===== src/rtl/bk_adder_pkg.sv =====
// -----------------------------------------------------------------------------
// bk_adder_pkg
// Shared definitions for the Brent-Kung prefix adder slice.
//   BK_WIDTH  : default operand width (power of two, >= 4)
//   BK_LEVELS : number of up-sweep levels, log2(BK_WIDTH)
//   gp_t      : one (generate, propagate) pair as handled by the group operator
// -----------------------------------------------------------------------------
package bk_adder_pkg;

    localparam int BK_WIDTH  = 16;
    localparam int BK_LEVELS = $clog2(BK_WIDTH);

    typedef struct packed {
        logic g;
        logic p;
    } gp_t;

endpackage


===== src/rtl/bk_prefix_pipe_if.sv =====
// -----------------------------------------------------------------------------
// bk_prefix_pipe_if
// Upstream (p/g/cin with valid/ready) and downstream (sum/cout with
// valid/ready) channels of the prefix stage.
//   master : the environment side (PG front end + accumulator)
//   slave  : the prefix pipeline itself
// -----------------------------------------------------------------------------
interface bk_prefix_pipe_if #(
    parameter int WIDTH = bk_adder_pkg::BK_WIDTH
);

    logic             in_valid;
    logic             in_ready;
    logic [WIDTH-1:0] p;
    logic [WIDTH-1:0] g;
    logic             cin;
    logic             out_valid;
    logic             out_ready;
    logic [WIDTH-1:0] sum;
    logic             cout;

    modport master (
        output in_valid, p, g, cin, out_ready,
        input  in_ready, out_valid, sum, cout
    );

    modport slave (
        input  in_valid, p, g, cin, out_ready,
        output in_ready, out_valid, sum, cout
    );

endinterface


===== src/rtl/bk_black_cell.sv =====
// -----------------------------------------------------------------------------
// bk_black_cell
// Brent-Kung group operator (G,P) o (G',P') = (G | P&G', P&P'), built from
// gate primitives like the PG cell. Used as a gray cell by leaving po open.
//   gh, ph : (G,P) of the more significant group
//   gl, pl : (G,P) of the less significant group
//   go, po : combined group (G,P)
// -----------------------------------------------------------------------------
module bk_black_cell (
    input  wire gh,
    input  wire ph,
    input  wire gl,
    input  wire pl,
    output wire go,
    output wire po
);

    wire ph_gl;

    and u_and_pg (ph_gl, ph, gl);
    or  u_or_g   (go, gh, ph_gl);
    and u_and_p  (po, ph, pl);

endmodule


===== src/rtl/bk_prefix_pipe.sv =====
// -----------------------------------------------------------------------------
// bk_prefix_pipe
// Two-stage Brent-Kung prefix-carry and sum stage.
//   S1: up-sweep of the prefix tree on the incoming p/g, registered.
//   S2: down-sweep, cin fold, sum/cout formation, registered.
// One addition per cycle, two-cycle latency, back-pressure from out_ready.
// Ports:
//   clk   : clock, rising edge
//   rst_n : asynchronous active-low reset
//   bus   : slave side of bk_prefix_pipe_if (in_valid/in_ready/p/g/cin,
//           out_valid/out_ready/sum/cout)
// -----------------------------------------------------------------------------
module bk_prefix_pipe
    import bk_adder_pkg::*;
#(
    parameter int WIDTH = BK_WIDTH   // power of two, >= 4
) (
    input  logic              clk,
    input  logic              rst_n,
    bk_prefix_pipe_if.slave   bus
);

    localparam int LEVELS = $clog2(WIDTH);

    // ---------------------------------------------------------------- control
    logic s1_valid;
    logic s2_adv;

    assign s2_adv       = !bus.out_valid || bus.out_ready;
    assign bus.in_ready = !s1_valid || s2_adv;

    // --------------------------------------------------------------- up-sweep
    // Level l combines node i with node i-2^l wherever i+1 is a multiple of
    // 2^(l+1). P is kept everywhere because cin is folded in after the tree.
    for (genvar l = 0; l < LEVELS; l++) begin : g_up
        wire [WIDTH-1:0] src_g, src_p, lvl_g, lvl_p;

        if (l == 0) begin : g_src
            assign src_g = bus.g;
            assign src_p = bus.p;
        end else begin : g_src
            assign src_g = g_up[l-1].lvl_g;
            assign src_p = g_up[l-1].lvl_p;
        end

        for (genvar i = 0; i < WIDTH; i++) begin : g_node
            if ((i + 1) % (2 ** (l + 1)) == 0) begin : g_cell
                bk_black_cell u_cell (
                    .gh (src_g[i]),
                    .ph (src_p[i]),
                    .gl (src_g[i - 2 ** l]),
                    .pl (src_p[i - 2 ** l]),
                    .go (lvl_g[i]),
                    .po (lvl_p[i])
                );
            end else begin : g_pass
                assign lvl_g[i] = src_g[i];
                assign lvl_p[i] = src_p[i];
            end
        end
    end

    // ------------------------------------------------------------- S1 stage
    gp_t [WIDTH-1:0] s1_gp;
    logic [WIDTH-1:0] s1_p;
    logic             s1_cin;

    // NOTE: sequential state uses non-blocking assignments so every register
    // samples pre-edge values regardless of statement order.
    // NOTE: the S1 data registers are reset as well as the valid bit, so the
    // down-sweep never sees X after reset even while s1_valid is low.
    always_ff @(posedge clk or negedge rst_n) begin
        if (!rst_n) begin
            s1_valid <= 1'b0;
            s1_gp    <= '0;
            s1_p     <= '0;
            s1_cin   <= 1'b0;
        end else if (bus.in_ready) begin
            // Loads even when in_valid is low; only s1_valid qualifies it.
            s1_valid <= bus.in_valid;
            for (int i = 0; i < WIDTH; i++) begin
                s1_gp[i].g <= g_up[LEVELS-1].lvl_g[i];
                s1_gp[i].p <= g_up[LEVELS-1].lvl_p[i];
            end
            s1_p   <= bus.p;
            s1_cin <= bus.cin;
        end
    end

    logic [WIDTH-1:0] s1_g_vec, s1_p_vec;

    // NOTE: every always_comb output gets a default before any conditional
    // logic, so no path can infer a latch.
    always_comb begin
        s1_g_vec = '0;
        s1_p_vec = '0;
        for (int i = 0; i < WIDTH; i++) begin
            s1_g_vec[i] = s1_gp[i].g;
            s1_p_vec[i] = s1_gp[i].p;
        end
    end

    // ------------------------------------------------------------- down-sweep
    // Level l (from LEVELS-2 down to 0) completes node i = k*2^(l+1) + 2^l - 1,
    // k >= 1, from node i-2^l, which already holds its full prefix.
    for (genvar d = 0; d < LEVELS - 1; d++) begin : g_dn
        localparam int SPAN = 2 ** (LEVELS - 2 - d);
        wire [WIDTH-1:0] src_g, src_p, lvl_g, lvl_p;

        if (d == 0) begin : g_src
            assign src_g = s1_g_vec;
            assign src_p = s1_p_vec;
        end else begin : g_src
            assign src_g = g_dn[d-1].lvl_g;
            assign src_p = g_dn[d-1].lvl_p;
        end

        for (genvar i = 0; i < WIDTH; i++) begin : g_node
            if (((i + 1) % (2 * SPAN) == SPAN) && (i >= 2 * SPAN)) begin : g_cell
                bk_black_cell u_cell (
                    .gh (src_g[i]),
                    .ph (src_p[i]),
                    .gl (src_g[i - SPAN]),
                    .pl (src_p[i - SPAN]),
                    .go (lvl_g[i]),
                    .po (lvl_p[i])
                );
            end else begin : g_pass
                assign lvl_g[i] = src_g[i];
                assign lvl_p[i] = src_p[i];
            end
        end
    end

    // ---------------------------------------------------- cin fold and sum
    // c[i+1] = G[i:0] | (P[i:0] & cin); c[0] = cin.
    logic [WIDTH:0]   carry;
    logic [WIDTH-1:0] sum_nxt;

    always_comb begin
        carry    = '0;
        carry[0] = s1_cin;
        for (int i = 0; i < WIDTH; i++) begin
            carry[i+1] = g_dn[LEVELS-2].lvl_g[i] | (g_dn[LEVELS-2].lvl_p[i] & s1_cin);
        end
        sum_nxt = s1_p ^ carry[WIDTH-1:0];
    end

    // ------------------------------------------------------------- S2 stage
    always_ff @(posedge clk or negedge rst_n) begin
        if (!rst_n) begin
            bus.out_valid <= 1'b0;
            bus.sum       <= '0;
            bus.cout      <= 1'b0;
        end else if (s2_adv) begin
            bus.out_valid <= s1_valid;
            if (s1_valid) begin
                bus.sum  <= sum_nxt;
                bus.cout <= carry[WIDTH];
            end
        end
    end

endmodule


===== src/flat_wrapper.sv =====
// flat-port wrapper written by rule: the top's interface ports become plain ports
module bk_prefix_pipe_flat import bk_adder_pkg::*;
#(
    parameter int WIDTH = BK_WIDTH                        
)
  (clk, rst_n, bus_in_valid, bus_p, bus_g, bus_cin, bus_out_ready, bus_in_ready, bus_out_valid, bus_sum, bus_cout);
  bk_prefix_pipe_if #(.WIDTH(WIDTH)) bus_i ();
  input  logic clk;
  input  logic rst_n;
  input wire logic [$bits(bus_i.in_valid)-1:0] bus_in_valid;
  input wire logic [$bits(bus_i.p)-1:0] bus_p;
  input wire logic [$bits(bus_i.g)-1:0] bus_g;
  input wire logic [$bits(bus_i.cin)-1:0] bus_cin;
  input wire logic [$bits(bus_i.out_ready)-1:0] bus_out_ready;
  output wire logic [$bits(bus_i.in_ready)-1:0] bus_in_ready;
  output wire logic [$bits(bus_i.out_valid)-1:0] bus_out_valid;
  output wire logic [$bits(bus_i.sum)-1:0] bus_sum;
  output wire logic [$bits(bus_i.cout)-1:0] bus_cout;
  assign bus_i.in_valid = bus_in_valid;
  assign bus_i.p = bus_p;
  assign bus_i.g = bus_g;
  assign bus_i.cin = bus_cin;
  assign bus_i.out_ready = bus_out_ready;
  assign bus_in_ready = bus_i.in_ready;
  assign bus_out_valid = bus_i.out_valid;
  assign bus_sum = bus_i.sum;
  assign bus_cout = bus_i.cout;
  bk_prefix_pipe #(.WIDTH(WIDTH)) u_core (.clk(clk), .rst_n(rst_n), .bus(bus_i));
endmodule

===== config.mk =====
export PLATFORM = sky130hd
export DESIGN_NAME = bk_prefix_pipe_flat
export DESIGN_NICKNAME = d
export VERILOG_FILES = /design/src/rtl/bk_adder_pkg.sv /design/src/rtl/bk_prefix_pipe_if.sv /design/src/rtl/bk_black_cell.sv /design/src/rtl/bk_prefix_pipe.sv /design/src/flat_wrapper.sv
export SDC_FILE = /design/constraint.sdc
export NUM_CORES = 1
export LEC_CHECK = 0
export CAP_MARGIN = 30
export CORE_MARGIN = 1.5
export CORE_UTILIZATION = 27
export CTS_BUF_LIST = sky130_fd_sc_hd__clkbuf_8
export CTS_CLUSTER_DIAMETER = 200
export DETAILED_ROUTE_END_ITERATION = 8
export DONT_BUFFER_PORTS = 1
export GPL_ROUTABILITY_DRIVEN = 0
export GPL_TIMING_DRIVEN = 0
export SLEW_MARGIN = 5
export SYNTH_ARGS = -nofsm -noshare
export SYNTH_HDL_FRONTEND = slang
export SYNTH_SLANG_ARGS = --single-unit

===== constraint.sdc =====
create_clock -name clk -period 2.2 [get_ports clk]
set_input_delay 0.66 -clock clk [delete_from_list [all_inputs] [get_ports clk]]
set_output_delay 0.66 -clock clk [all_outputs]
set_load 0.03 [all_outputs]

==> results of run 1 <==
## per-stage QoR
stage	setup TNS, ps	power, uW	instances	area [sq um]
finish	0	3220	440	3140
global route	0	3370	440	3140
CTS	0	3230	438	3120
detailed placement	-184	1920	420	2810
global placement	-180	1900	420	2810
floorplan	0	1800	291	2650
## sequential cells by signal, summed over array words and instances (netlist names)
name	flops
u_core.s1_p	16
u_core.s1_cin	1
u_core.g_dn.src_p	1
u_core.bus.sum	16
u_core.g_dn.src_g	1
u_core.g_dn.lvl_p	7
u_core.g_dn.lvl_g	15
u_core.bus.cout	1
u_core.s1_valid	1
u_core.bus.out_valid	1
## cells in the final DEF, fill, tap and decap left out, types with 2 or more instances in the layout
| master | n |
|---|---|
| sky130_fd_sc_hd__nand2_1 | 95 |
| sky130_fd_sc_hd__dfrtp_1 | 59 |
| sky130_fd_sc_hd__o21ai_0 | 27 |
| sky130_fd_sc_hd__a21oi_1 | 21 |
| sky130_fd_sc_hd__nor2_1 | 17 |
| sky130_fd_sc_hd__clkbuf_8 | 13 |
| sky130_fd_sc_hd__inv_1 | 7 |
| sky130_fd_sc_hd__xnor2_1 | 6 |
| sky130_fd_sc_hd__nand3_1 | 6 |
| sky130_fd_sc_hd__clkbuf_1 | 5 |
| sky130_fd_sc_hd__buf_2 | 4 |
| sky130_fd_sc_hd__mux2i_1 | 4 |
| sky130_fd_sc_hd__xor2_1 | 4 |
| sky130_fd_sc_hd__dlygate4sd3_1 | 4 |
| sky130_fd_sc_hd__nand4_1 | 3 |
| sky130_fd_sc_hd__nor2b_1 | 3 |
| sky130_fd_sc_hd__o2111ai_1 | 3 |
| sky130_fd_sc_hd__or4_1 | 3 |
| sky130_fd_sc_hd__bufinv_16 | 3 |
| sky130_fd_sc_hd__buf_1 | 2 |
| sky130_fd_sc_hd__nand2b_1 | 2 |
| sky130_fd_sc_hd__a21o_2 | 2 |
| sky130_fd_sc_hd__a211oi_1 | 2 |
| sky130_fd_sc_hd__a21o_1 | 2 |
## repair_timing
action                                  CTS  global route
hold buffers                              2             2
resized for setup                         7             0
setup buffers                             1             0
endpoints found under the setup margin    1             0
hold endpoints to repair                  6            19
## logic make-up after synthesis
| logic type | share of synthesized area, % |
|---|---|
| AOI/OAI and AO/OA | 14.1 |
| xor gates and xnor gates | 3.31 |
| adders and majority gates | 0.473 |
| buffers and inverters | 3.26 |
| DFF | 56.8 |
| muxes | 1.51 |
| and+or+nand+nor | 20.6 |
## area by class of cell
class / count / area [sq um] / area share [%]
plain buffers: 12 / 66.3 / 2.11
clock inverters: 3 / 90.1 / 2.87
clock buffers: 13 / 179 / 5.70
flip-flops and latches: 60 / 1500 / 47.9
inverters: 8 / 35.0 / 1.12
multi-input cells: 210 / 1060 / 33.7
repair buffers: 5 / 47.5 / 1.51
well taps: 129 / 161 / 5.14
## report_power, final
part	switching (uW)	internal, uW	leakage, uW	total [uW]
Combinational	222	147	0.000595	369
Sequential	287	1260	0.000717	1540
Clock	427	877	0.000136	1300
Total	935	2280	0.00145	3220
## metal layers
layer / vias up / wire length (um) / track usage, %
li1: 1001 / - / -
met1: 965 / 2810 / 15.9
met2: 45 / 3380 / 23.3
met3: 6 / 588 / 6.70
met4: 0 / 94 / 4.64
met5: - / 0 / 0
## final timing paths
kind	slack [ps]	start	endpoint
max	70	u_core.bus.out_valid	bus_in_ready
min	20	rst_n	u_core.s1_p[10]
max reg2reg	290	u_core.bus.out_valid	u_core.g_dn[0].lvl_g[10]
min reg2reg	480	u_core.g_dn[0].lvl_g[8]	u_core.g_dn[0].lvl_g[8]
max in group asynchronous	740	rst_n	u_core.g_dn[0].lvl_p[1]
min in group clk	430	bus_in_valid	u_core.s1_valid
==> impl_summary.md, run 1 <==
Status
The run finished with clean final reports.

Timing
The setup slack of the critical path after layout is 69.8 ps. For the final database, setup skew stands at 11.3 ps. Subtracting the final worst setup slack from the clock period gives 2130 ps. The number of max-slew violations in the final report is 0. The worst hold slack across all endpoints is 19.1 ps.

Setup repair after global routing left no endpoint under its margin. The total count of hold-check failures in the final report came to 0. Measured against its own limit, the worst slew margin works out to 39.7%.

After layout, the worst path uses 96.8% of the clock period. Static timing analysis puts the maximum clock frequency at 469 MHz. Setup violations remaining at the end of the flow were counted as 0. The slew at the pin closest to its max-slew limit is 902 ps.

Synthesis
Counting every net in the synthesized netlist gives 329. The largest total area in the synthesized netlist belongs to sky130_fd_sc_hd__dfrtp_1. The number of synthesized flops with an enable pin is 0. After synthesis, the share of flip-flops with an asynchronous set or reset is 100%. The number of distinct standard cells referenced by the synthesized netlist is 32. Among all flip-flop cells after synthesis, the most frequent one is sky130_fd_sc_hd__dfrtp_1. For this run, the register share of the synthesized area comes to 56.8%.

Counting every instance in the synthesized netlist gives 291. Summing every instance area after synthesis gives 0.00265 sq mm. In this run, synthesis produced a sequential element count of 60. The warning count from the yosys run is 0. The commonest cells after synthesis are 95 x sky130_fd_sc_hd__nand2_1, 60 x sky130_fd_sc_hd__dfrtp_1, 27 x sky130_fd_sc_hd__o21ai_0. Summed over its instances, the top area cell type makes up 56.8% of the synthesized netlist area.

By area the synthesized netlist is led by sky130_fd_sc_hd__dfrtp_1 57%, sky130_fd_sc_hd__nand2_1 13%, sky130_fd_sc_hd__o21ai_0 5.1%. The synthesized area per cell is 9.09 sq um. By instance count, the leading cell after synthesis is sky130_fd_sc_hd__nand2_1.

Setup path
The number of buffers and inverters on the critical path is 3. The worst setup path is launched from a flop. The critical path required time is 1540 ps. The worst register-to-register path has a depth of 6. In this design, the stage delay of the slowest critical-path cell is 480 ps.

Among cell families on the critical path, the largest total delay comes from flip-flops. Walking the worst path, the cells encountered are and3b_1 > buf_2 > inv_6 > buf_12. The worst setup path is captured at an output pin.

For the worst setup path, the data arrival time is 1470 ps. The kind of critical path is flop to output pin. The biggest fanout along the worst timing path is 10.

The number of cells on the critical path is 4. The critical-path cell with the highest stage delay is sky130_fd_sc_hd__dfrtp_2.

Place
The number of input and output port buffers inserted is 0. OpenSTA, run right after detailed placement, puts the worst setup slack at -184 ps. The placed wire-length estimate after detailed placement is 4.97 mm.

Final layout
The filler cells instantiated in the layout total 995. The repair_antennas step left the layout with diodes totalling 0. The fraction of final layout cells sized beyond drive strength 1 is 9.00%. The net count of the finished layout is 344. The layout overhead on the synthesized area is 18.7%. The share of the core filled with cells is 33.5%.

Floorplan
Measured along the y axis, the die boundary spans 102 um. The area of the die is 0.0104 sq mm. The die outline width is 102 um. The total I/O pin count is 56.

The floorplan step defined a core boundary enclosing 0.00937 sq mm. The row count is 35. The effective utilization at floorplan is 28.2%.

Clock network
The clock tree synthesis step divided the H-tree into 3 levels. TritonCTS built the clock tree. The clock net in this run drives a total of 60 sinks.

The maximum clock path buffer count is 2. The clock reaches the later pin of the worst-skew pair after 340 ps. Clock tree synthesis inserted a total of 9 buffers.

The tree is rooted in a sky130_fd_sc_hd__clkbuf_8. Clock-pin slew was measured on the worst setup and hold paths at 70 ps.

Power and ir drop
In this run the power density over the cells is 1030 mW/mm^2. In this run the static leakage power is 0.00145 uW. The peak supply drop is 0.272 mV.

GRT
The wire length of the first global-routing pass is 10.8 mm. The maximum number of pins on one net before global-route repair is 56. The via count of the first global-routing pass is 2099. The total routing resource utilization after global routing is 14.0%.

The initial antenna violation count is 0. Global routing finished with a remaining overflow of 0.

Route
The first routing iteration left 79 violations. The number of vias per cell after detailed routing is 4.58. The total iterations of the first detailed-routing run is 4. For this run, design rule violations remaining after detail routing come to 0. After detailed routing, the average wire length per cell comes to 15.6 um. The total wire length after detailed routing is 6.87 mm. The routed via count is 2017. The post-detailed-route count of antenna-violating nets is 0.

Run
The reported max-cap violation count is 0.

Hold path
The worst hold path belongs to the class input pin to asynchronous set/reset pin.
Note: power is estimated with default switching activity, not from simulation.
==> run 2: changes to the inputs <==
CTS_CLUSTER_SIZE = 28   (was default)
==> results of run 2 <==
Same layout as run 1: the final DEF is identical, and so are final timing and power.
